<file path="src/rtl/riscky_pkg.sv">
// rtl/riscky_pkg.sv - shared constants, state encoding and helpers for the fetch slice
package riscky_pkg;
    localparam int XLEN = 32;
    localparam logic [XLEN-1:0] RESET_VECTOR_DEFAULT = 32'h0000_0000;
    localparam logic [XLEN-1:0] INSTR_NOP = 32'h0000_0013;

    typedef enum logic {
        BOOT = 1'b0,
        RUN  = 1'b1
    } fetch_state_t;

    function automatic logic [XLEN-1:0] align_pc(input logic [XLEN-1:0] addr);
        return {addr[XLEN-1:2], 2'b00};
    endfunction
endpackage

</file>
<file path="src/rtl/fetch_stage_if.sv">
// rtl/fetch_stage_if.sv - fetch-to-decode valid/ready instruction handshake
interface fetch_stage_if;
    import riscky_pkg::*;

    logic            out_valid;
    logic            out_ready;
    logic [XLEN-1:0] out_instr;
    logic [XLEN-1:0] out_pc;
    logic [XLEN-1:0] out_pc_plus4;

    modport master (
        output out_valid, out_instr, out_pc, out_pc_plus4,
        input  out_ready
    );

    modport slave (
        input  out_valid, out_instr, out_pc, out_pc_plus4,
        output out_ready
    );
endinterface

</file>
<file path="src/rtl/fetch_queue.sv">
// rtl/fetch_queue.sv - synchronous FIFO holding fetched {pc, instr} pairs
module fetch_queue #(
    parameter int DEPTH = 2,
    parameter int WIDTH = 64
) (
    input  logic                     clk,
    input  logic                     rst,
    input  logic                     clear,
    input  logic                     push,
    input  logic [WIDTH-1:0]         push_data,
    input  logic                     pop,
    output logic [WIDTH-1:0]         pop_data,
    output logic                     full,
    output logic                     empty,
    output logic [$clog2(DEPTH):0]   count
);
    localparam int AW = $clog2(DEPTH);
    localparam logic [AW-1:0] PTR_ONE  = 1;
    localparam logic [AW:0]   CNT_ONE  = 1;
    localparam logic [AW:0]   CNT_FULL = (AW+1)'(DEPTH);

    logic [WIDTH-1:0] mem [DEPTH];
    logic [AW-1:0]    wr_ptr;
    logic [AW-1:0]    rd_ptr;
    logic             do_push;
    logic             do_pop;

    assign full     = (count == CNT_FULL);
    assign empty    = (count == '0);
    assign do_pop   = pop && !empty;
    // a full queue still accepts a push when the head leaves on the same edge
    assign do_push  = push && (!full || do_pop);
    assign pop_data = mem[rd_ptr];

    always_ff @(posedge clk) begin
        if (rst || clear) begin
            wr_ptr <= '0;
            rd_ptr <= '0;
            count  <= '0;
        end else begin
            if (do_push) wr_ptr <= wr_ptr + PTR_ONE;
            if (do_pop)  rd_ptr <= rd_ptr + PTR_ONE;
            case ({do_push, do_pop})
                2'b10:   count <= count + CNT_ONE;
                2'b01:   count <= count - CNT_ONE;
                default: count <= count;
            endcase
        end
    end

    // storage carries no reset; entries are meaningless until counted
    always_ff @(posedge clk) begin
        if (do_push) mem[wr_ptr] <= push_data;
    end
endmodule

</file>
<file path="src/rtl/fetch_stage.sv">
// rtl/fetch_stage.sv - PC sequencing, boot/run control and redirect handling in front of the fetch queue
module fetch_stage
    import riscky_pkg::*;
#(
    parameter logic [XLEN-1:0] RESET_VECTOR = RESET_VECTOR_DEFAULT,
    parameter int              QDEPTH       = 2
) (
    input  logic             clk,
    input  logic             rst,
    input  logic             redirect_valid,
    input  logic [XLEN-1:0]  redirect_pc,
    output logic [XLEN-1:0]  imem_addr,
    input  logic [XLEN-1:0]  imem_rdata,
    fetch_stage_if.master    dec,
    output logic             misalign_err
);
    fetch_state_t            state_q;
    fetch_state_t            state_d;
    logic [XLEN-1:0]         pc_q;
    logic                    misalign_q;
    logic                    do_fetch;
    logic                    do_pop;
    logic                    q_full;
    logic                    q_empty;
    logic [$clog2(QDEPTH):0] q_count;
    logic [2*XLEN-1:0]       q_head;

    assign imem_addr    = pc_q;
    assign misalign_err = misalign_q;

    assign dec.out_valid    = !q_empty && !redirect_valid && !rst;
    assign dec.out_pc       = q_head[2*XLEN-1:XLEN];
    assign dec.out_pc_plus4 = q_head[2*XLEN-1:XLEN] + XLEN'(4);
    assign dec.out_instr    = (q_count == '0) ? INSTR_NOP : q_head[XLEN-1:0];
    assign do_pop           = dec.out_valid && dec.out_ready;

    always_ff @(posedge clk) begin
        if (rst) state_q <= BOOT;
        else     state_q <= state_d;
    end

    // BOOT exists only to give instruction memory a settle cycle
    always_comb begin
        state_d  = state_q;
        do_fetch = 1'b0;
        case (state_q)
            BOOT:    state_d  = RUN;
            RUN:     do_fetch = !redirect_valid && (!q_full || do_pop);
            default: state_d  = BOOT;
        endcase
    end

    always_ff @(posedge clk) begin
        if (rst) begin
            pc_q       <= RESET_VECTOR;
            misalign_q <= 1'b0;
        end else if (redirect_valid) begin
            pc_q       <= align_pc(redirect_pc);
            misalign_q <= |redirect_pc[1:0];
        end else begin
            misalign_q <= 1'b0;
            if (do_fetch) pc_q <= pc_q + XLEN'(4);
        end
    end

    fetch_queue #(
        .DEPTH (QDEPTH),
        .WIDTH (2*XLEN)
    ) u_queue (
        .clk       (clk),
        .rst       (rst),
        .clear     (redirect_valid),
        .push      (do_fetch),
        .push_data ({pc_q, imem_rdata}),
        .pop       (do_pop),
        .pop_data  (q_head),
        .full      (q_full),
        .empty     (q_empty),
        .count     (q_count)
    );
endmodule

</file>
<file path="src/flat_wrapper.sv">
// flat-port wrapper written by rule: the top's interface ports become plain ports
module fetch_stage_flat import riscky_pkg::*;
#(
    parameter logic [XLEN-1:0] RESET_VECTOR = RESET_VECTOR_DEFAULT,
    parameter int              QDEPTH       = 2
)
  (clk, rst, redirect_valid, redirect_pc, imem_addr, imem_rdata, misalign_err, dec_out_valid, dec_out_instr, dec_out_pc, dec_out_pc_plus4, dec_out_ready);
  fetch_stage_if dec_i ();
  input  logic clk;
  input  logic rst;
  input  logic redirect_valid;
  input  logic [XLEN-1:0] redirect_pc;
  output logic [XLEN-1:0] imem_addr;
  input  logic [XLEN-1:0] imem_rdata;
  output logic misalign_err;
  output wire logic [$bits(dec_i.out_valid)-1:0] dec_out_valid;
  output wire logic [$bits(dec_i.out_instr)-1:0] dec_out_instr;
  output wire logic [$bits(dec_i.out_pc)-1:0] dec_out_pc;
  output wire logic [$bits(dec_i.out_pc_plus4)-1:0] dec_out_pc_plus4;
  input wire logic [$bits(dec_i.out_ready)-1:0] dec_out_ready;
  assign dec_out_valid = dec_i.out_valid;
  assign dec_out_instr = dec_i.out_instr;
  assign dec_out_pc = dec_i.out_pc;
  assign dec_out_pc_plus4 = dec_i.out_pc_plus4;
  assign dec_i.out_ready = dec_out_ready;
  fetch_stage #(.RESET_VECTOR(RESET_VECTOR), .QDEPTH(QDEPTH)) u_core (.clk(clk), .rst(rst), .redirect_valid(redirect_valid), .redirect_pc(redirect_pc), .imem_addr(imem_addr), .imem_rdata(imem_rdata), .dec(dec_i), .misalign_err(misalign_err));
endmodule
</file>
<file path="config.mk">
export PLATFORM = sky130hd
export DESIGN_NAME = fetch_stage_flat
export DESIGN_NICKNAME = d
export VERILOG_FILES = /design/src/rtl/riscky_pkg.sv /design/src/rtl/fetch_stage_if.sv /design/src/rtl/fetch_queue.sv /design/src/rtl/fetch_stage.sv /design/src/flat_wrapper.sv
export SDC_FILE = /design/constraint.sdc
export NUM_CORES = 1
export LEC_CHECK = 0
export ABC_AREA = 1
export BUFFER_PORTS_ARGS = -buffer_cell sky130_fd_sc_hd__buf_2
export CAP_MARGIN = 20
export CORE_MARGIN = 2
export CORE_UTILIZATION = 45
export CTS_CLUSTER_SIZE = 30
export DETAILED_ROUTE_END_ITERATION = 6
export HOLD_SLACK_MARGIN = 0.03
export PLACE_DENSITY = 0.68
export SETUP_SLACK_MARGIN = 0.5
export SLEW_MARGIN = 20
export SYNTH_ARGS = -nofsm -noshare
export SYNTH_HDL_FRONTEND = slang
export SYNTH_SLANG_ARGS = --single-unit
export TNS_END_PERCENT = 20
</file>
<file path="constraint.sdc">
create_clock -name clk -period 5.2 [get_ports clk]
set_clock_uncertainty 0.1 [all_clocks]
set_input_delay 0.26 -clock clk [delete_from_list [all_inputs] [get_ports clk]]
set_output_delay 0.26 -clock clk [all_outputs]
set_load 0.1 [all_outputs]
</file>
==> qor.csv <==
stage;metric;value;unit
setup_path;r2r_slack;2.70;ns
cts;htreeDepth;4;
setup_path;start_kind;register;
timing;layout_min_cycle_time;3.71;ns
setup_path;crit_path_end;dec_out_pc_plus4[14];
timing;tns;0;ns
drt;met3_length;1290;µm
floorplanning;rows;49;
cts;path_clk_slew;0.07;ns
setup_path;worst_r2r_startpoint;u_core.u_queue.count[0]$_SDFFE_PP0P_;
drt;vias_per_cell;4.94;
layout;final_cells;1477;
timing;setup_viol;0;
synth;synth_cell_types;31;
cts;ctsHoldBuffers;36;
layout;layout-drive-gt1-share;20.3;%
cts;cts_inserted_buffers;17;
synth;synth_mux_area_share;0;%
setup_path;cp.arrival;3.35;ns
timing;rsz0062_at_grt;false;
global_route;grt_pass1_wl;33500;µm
cts;cts_sinks;161;
synth;syn_area;8210;µm²
global_route;grt-ovfl-total;0;
drt;wl_per_cell;14.2;µm
placement;gp_congestion;0.881;
timing;max_freq;0.270;GHz
layout;final_common_cell;nand2_1;
global_route;grt_max_degree;77;
timing;fin_crit_sh;71.3;%
floorplanning;io_pins;198;
timing;drv_slew;0;
cts;cts_tree;yes;
placement;port_buffers;191;
cts;cts_resized;0;
drt;routed.top_layer;met4;
placement;post-dp-hpwl;15200;µm
setup_path;reg2reg_depth;11;
setup_path;required;4.84;ns
drt;first_pass_iters;5;
setup_path;r2r-end;u_core.u_queue.count[1]$_SDFFE_PP0P_;
layout;fin_nets;1306;
run_status;outcome;finished clean;
drt;postRouteAntennaNets;0;
min_path;hold_class;input port to register;
drt;drc;0;
setup_path;path_class;register to output pin;
pwr;peakVddDrop;244;µV
floorplanning;fp.coreArea;18000;µm²
pwr;p_leak;4.54;nW
layout;layout_common_cells;nand2_1, buf_2, edfxtp_1;
synth;synth_compound_area_share;6.92;%
layout;syn2layout_area_growth;25.4;%
synth;synth_xor_area_share;2.35;%
drt;wl;21000;µm
run;maxCapViolCount;0;
setup_path;setup.worst_path.end_class;output pin;
synth;yosys_register_bits;161;
synth;synth_top_family_by_area;simple AND/OR/NAND/NOR gates;
floorplanning;initial_utilization;45.7;%
layout;fin_util;57.3;%
synth;syn_area_per_cell;8.09;µm²
cts;post_cts_buffers;0;
cts;clockBufferDepth;2;
drt;drtIter0Drc;525;
drt;wl_met2;9960;µm
floorplanning;die-area;19300;µm²
cts;cts_root_buf;clkbuf_16;
layout;diodes;0;
global_route;antenna_found_initial;0;
synth;yosysSeqAreaShare;54.4;%
placement;place_inst;1408;
timing;worst_pin_slew;0.980;ns
timing;slew-limit-headroom;34.6;%
synth;netlist_instances;1015;
drt;vias;7298;
timing;hold_viol;0;
floorplanning;fp.dieW;139;µm
layout;fin_area;10300;µm²
synth;synth_fa_ha_area_share;0.457;%
floorplanning;die_y;139;µm
global_route;first_global_vias;6632;
setup_path;crit_fanout;60;
drt;drt-met1-wl;9350;µm
cts;clock_latency;0.42;ns
global_route;grtUsageTotal;21.7;%
pwr;p_per_area;325;nW/µm²
synth;yosys_warnings;0;
placement;dpl-instance-area;9330;µm²
synth;synthSimpleGateAreaFrac;28.5;%
[how the worst min path moves through the flow]
stage | from | end | slack [ns] | cells after the start
after CTS | redirect_pc[2] | u_core.imem_addr[2]$_SDFFE_PP0P_ | 0.03 | 3
after detailed placement | imem_rdata[6] | u_core.u_queue.mem[0][6]$_DFFE_PP_ | 0.35 | 1
after floorplan | imem_rdata[0] | u_core.u_queue.mem[0][0]$_DFFE_PP_ | 0.26 | 0
after global placement | imem_rdata[18] | u_core.u_queue.mem[0][18]$_DFFE_PP_ | 0.35 | 1
after global routing | redirect_pc[2] | u_core.imem_addr[2]$_SDFFE_PP0P_ | 0.06 | 3
final | redirect_pc[10] | u_core.imem_addr[10]$_SDFFE_PP0P_ | 0.04 | 5
[flip-flops by register name (all words and copies together) (netlist names), named ones only]
register	cells
u_core.u_queue.mem	124
u_core.imem_addr	30
u_core.state_q	1
u_core.misalign_err	1
u_core.u_queue.rd_ptr	1
u_core.u_queue.wr_ptr	1
u_core.u_queue.count	2
[synthesized netlist by cell type]
library cell / count / share of area, %
a21boi_0: 2 / 0.18
o21ai_0: 26 / 1.6
nand2_2: 1 / 0.076
buf_1: 4 / 0.18
conb_1: 1 / 0.046
ha_1: 3 / 0.46
buf_2: 12 / 0.73
o21ai_2: 8 / 0.85
nor2_1: 108 / 4.9
nand4_1: 9 / 0.69
clkbuf_1: 12 / 0.55
buf_6: 3 / 0.41
a21oi_1: 58 / 3.5
xnor2_1: 7 / 0.75
inv_1: 101 / 4.6
inv_2: 2 / 0.091
o21ai_1: 5 / 0.30
xor2_1: 15 / 1.6
edfxtp_1: 124 / 45
o21a_1: 1 / 0.091
nand3b_1: 2 / 0.18
clkinv_1: 1 / 0.046
o21bai_1: 4 / 0.37
or2_2: 1 / 0.076
and2_1: 2 / 0.15
dfxtp_1: 37 / 9.0
nand3_1: 78 / 4.8
buf_4: 8 / 0.73
nand2_1: 368 / 17
nor2_2: 7 / 0.53
nor3_1: 5 / 0.30
[through the flow]
step	hold slack [ns]	setup slack [ns]	total power, mW
after floorplan	0.259	0.518	2.02
after global placement	0.348	1.94	2.14
final	0.0424	1.49	3.35
after detailed placement	0.352	1.80	2.15
after CTS	0.0336	1.57	3.36
after global routing	0.0598	1.16	3.46
[final cells by class]
cell class	count	area, µm²
clock buffers	18	429
clock inverters	14	150
fillers	1613	7660
inverters	104	392
multi-input cells	716	3180
flip-flops and latches	161	4470
well taps	229	287
repair buffers	235	1400
[per-layer routing]
metal  GRT usage [%]  vias up
li1                -     3713
met1            30.0     3292
met2            35.1      264
met3            4.04       29
met4            6.33        0
met5               0        -
[cells by family (layout without fill, tap and decap cells)]
group                    Yosys count  in the layout
AND/OR/NAND/NOR                  581            581
flip-flops                       161            161
buffers and inverters            143            371
AO/OA/AOI/OAI                    104            104
XOR/XNOR                          22             22
adder cells (fa/ha/maj)            3              3
other                              1              6
[report_power, final]
group	total [mW]	switching, mW	internal, mW
Clock	1.21	0.531	0.677
Sequential	1.48	0.0445	1.44
Combinational	0.662	0.541	0.121
Total	3.35	1.12	2.23
[worst max-delay path: stages (launching register included)]
cell and delay, ns:
dfxtp_2 0.34, clkinv_2 0.63, o21ai_2 0.45, ha_1 0.32, nand2_1 0.17, nor2_1 0.35
xor2_1 0.17, buf_2 0.44
Power figures use the tool's default switching activity.
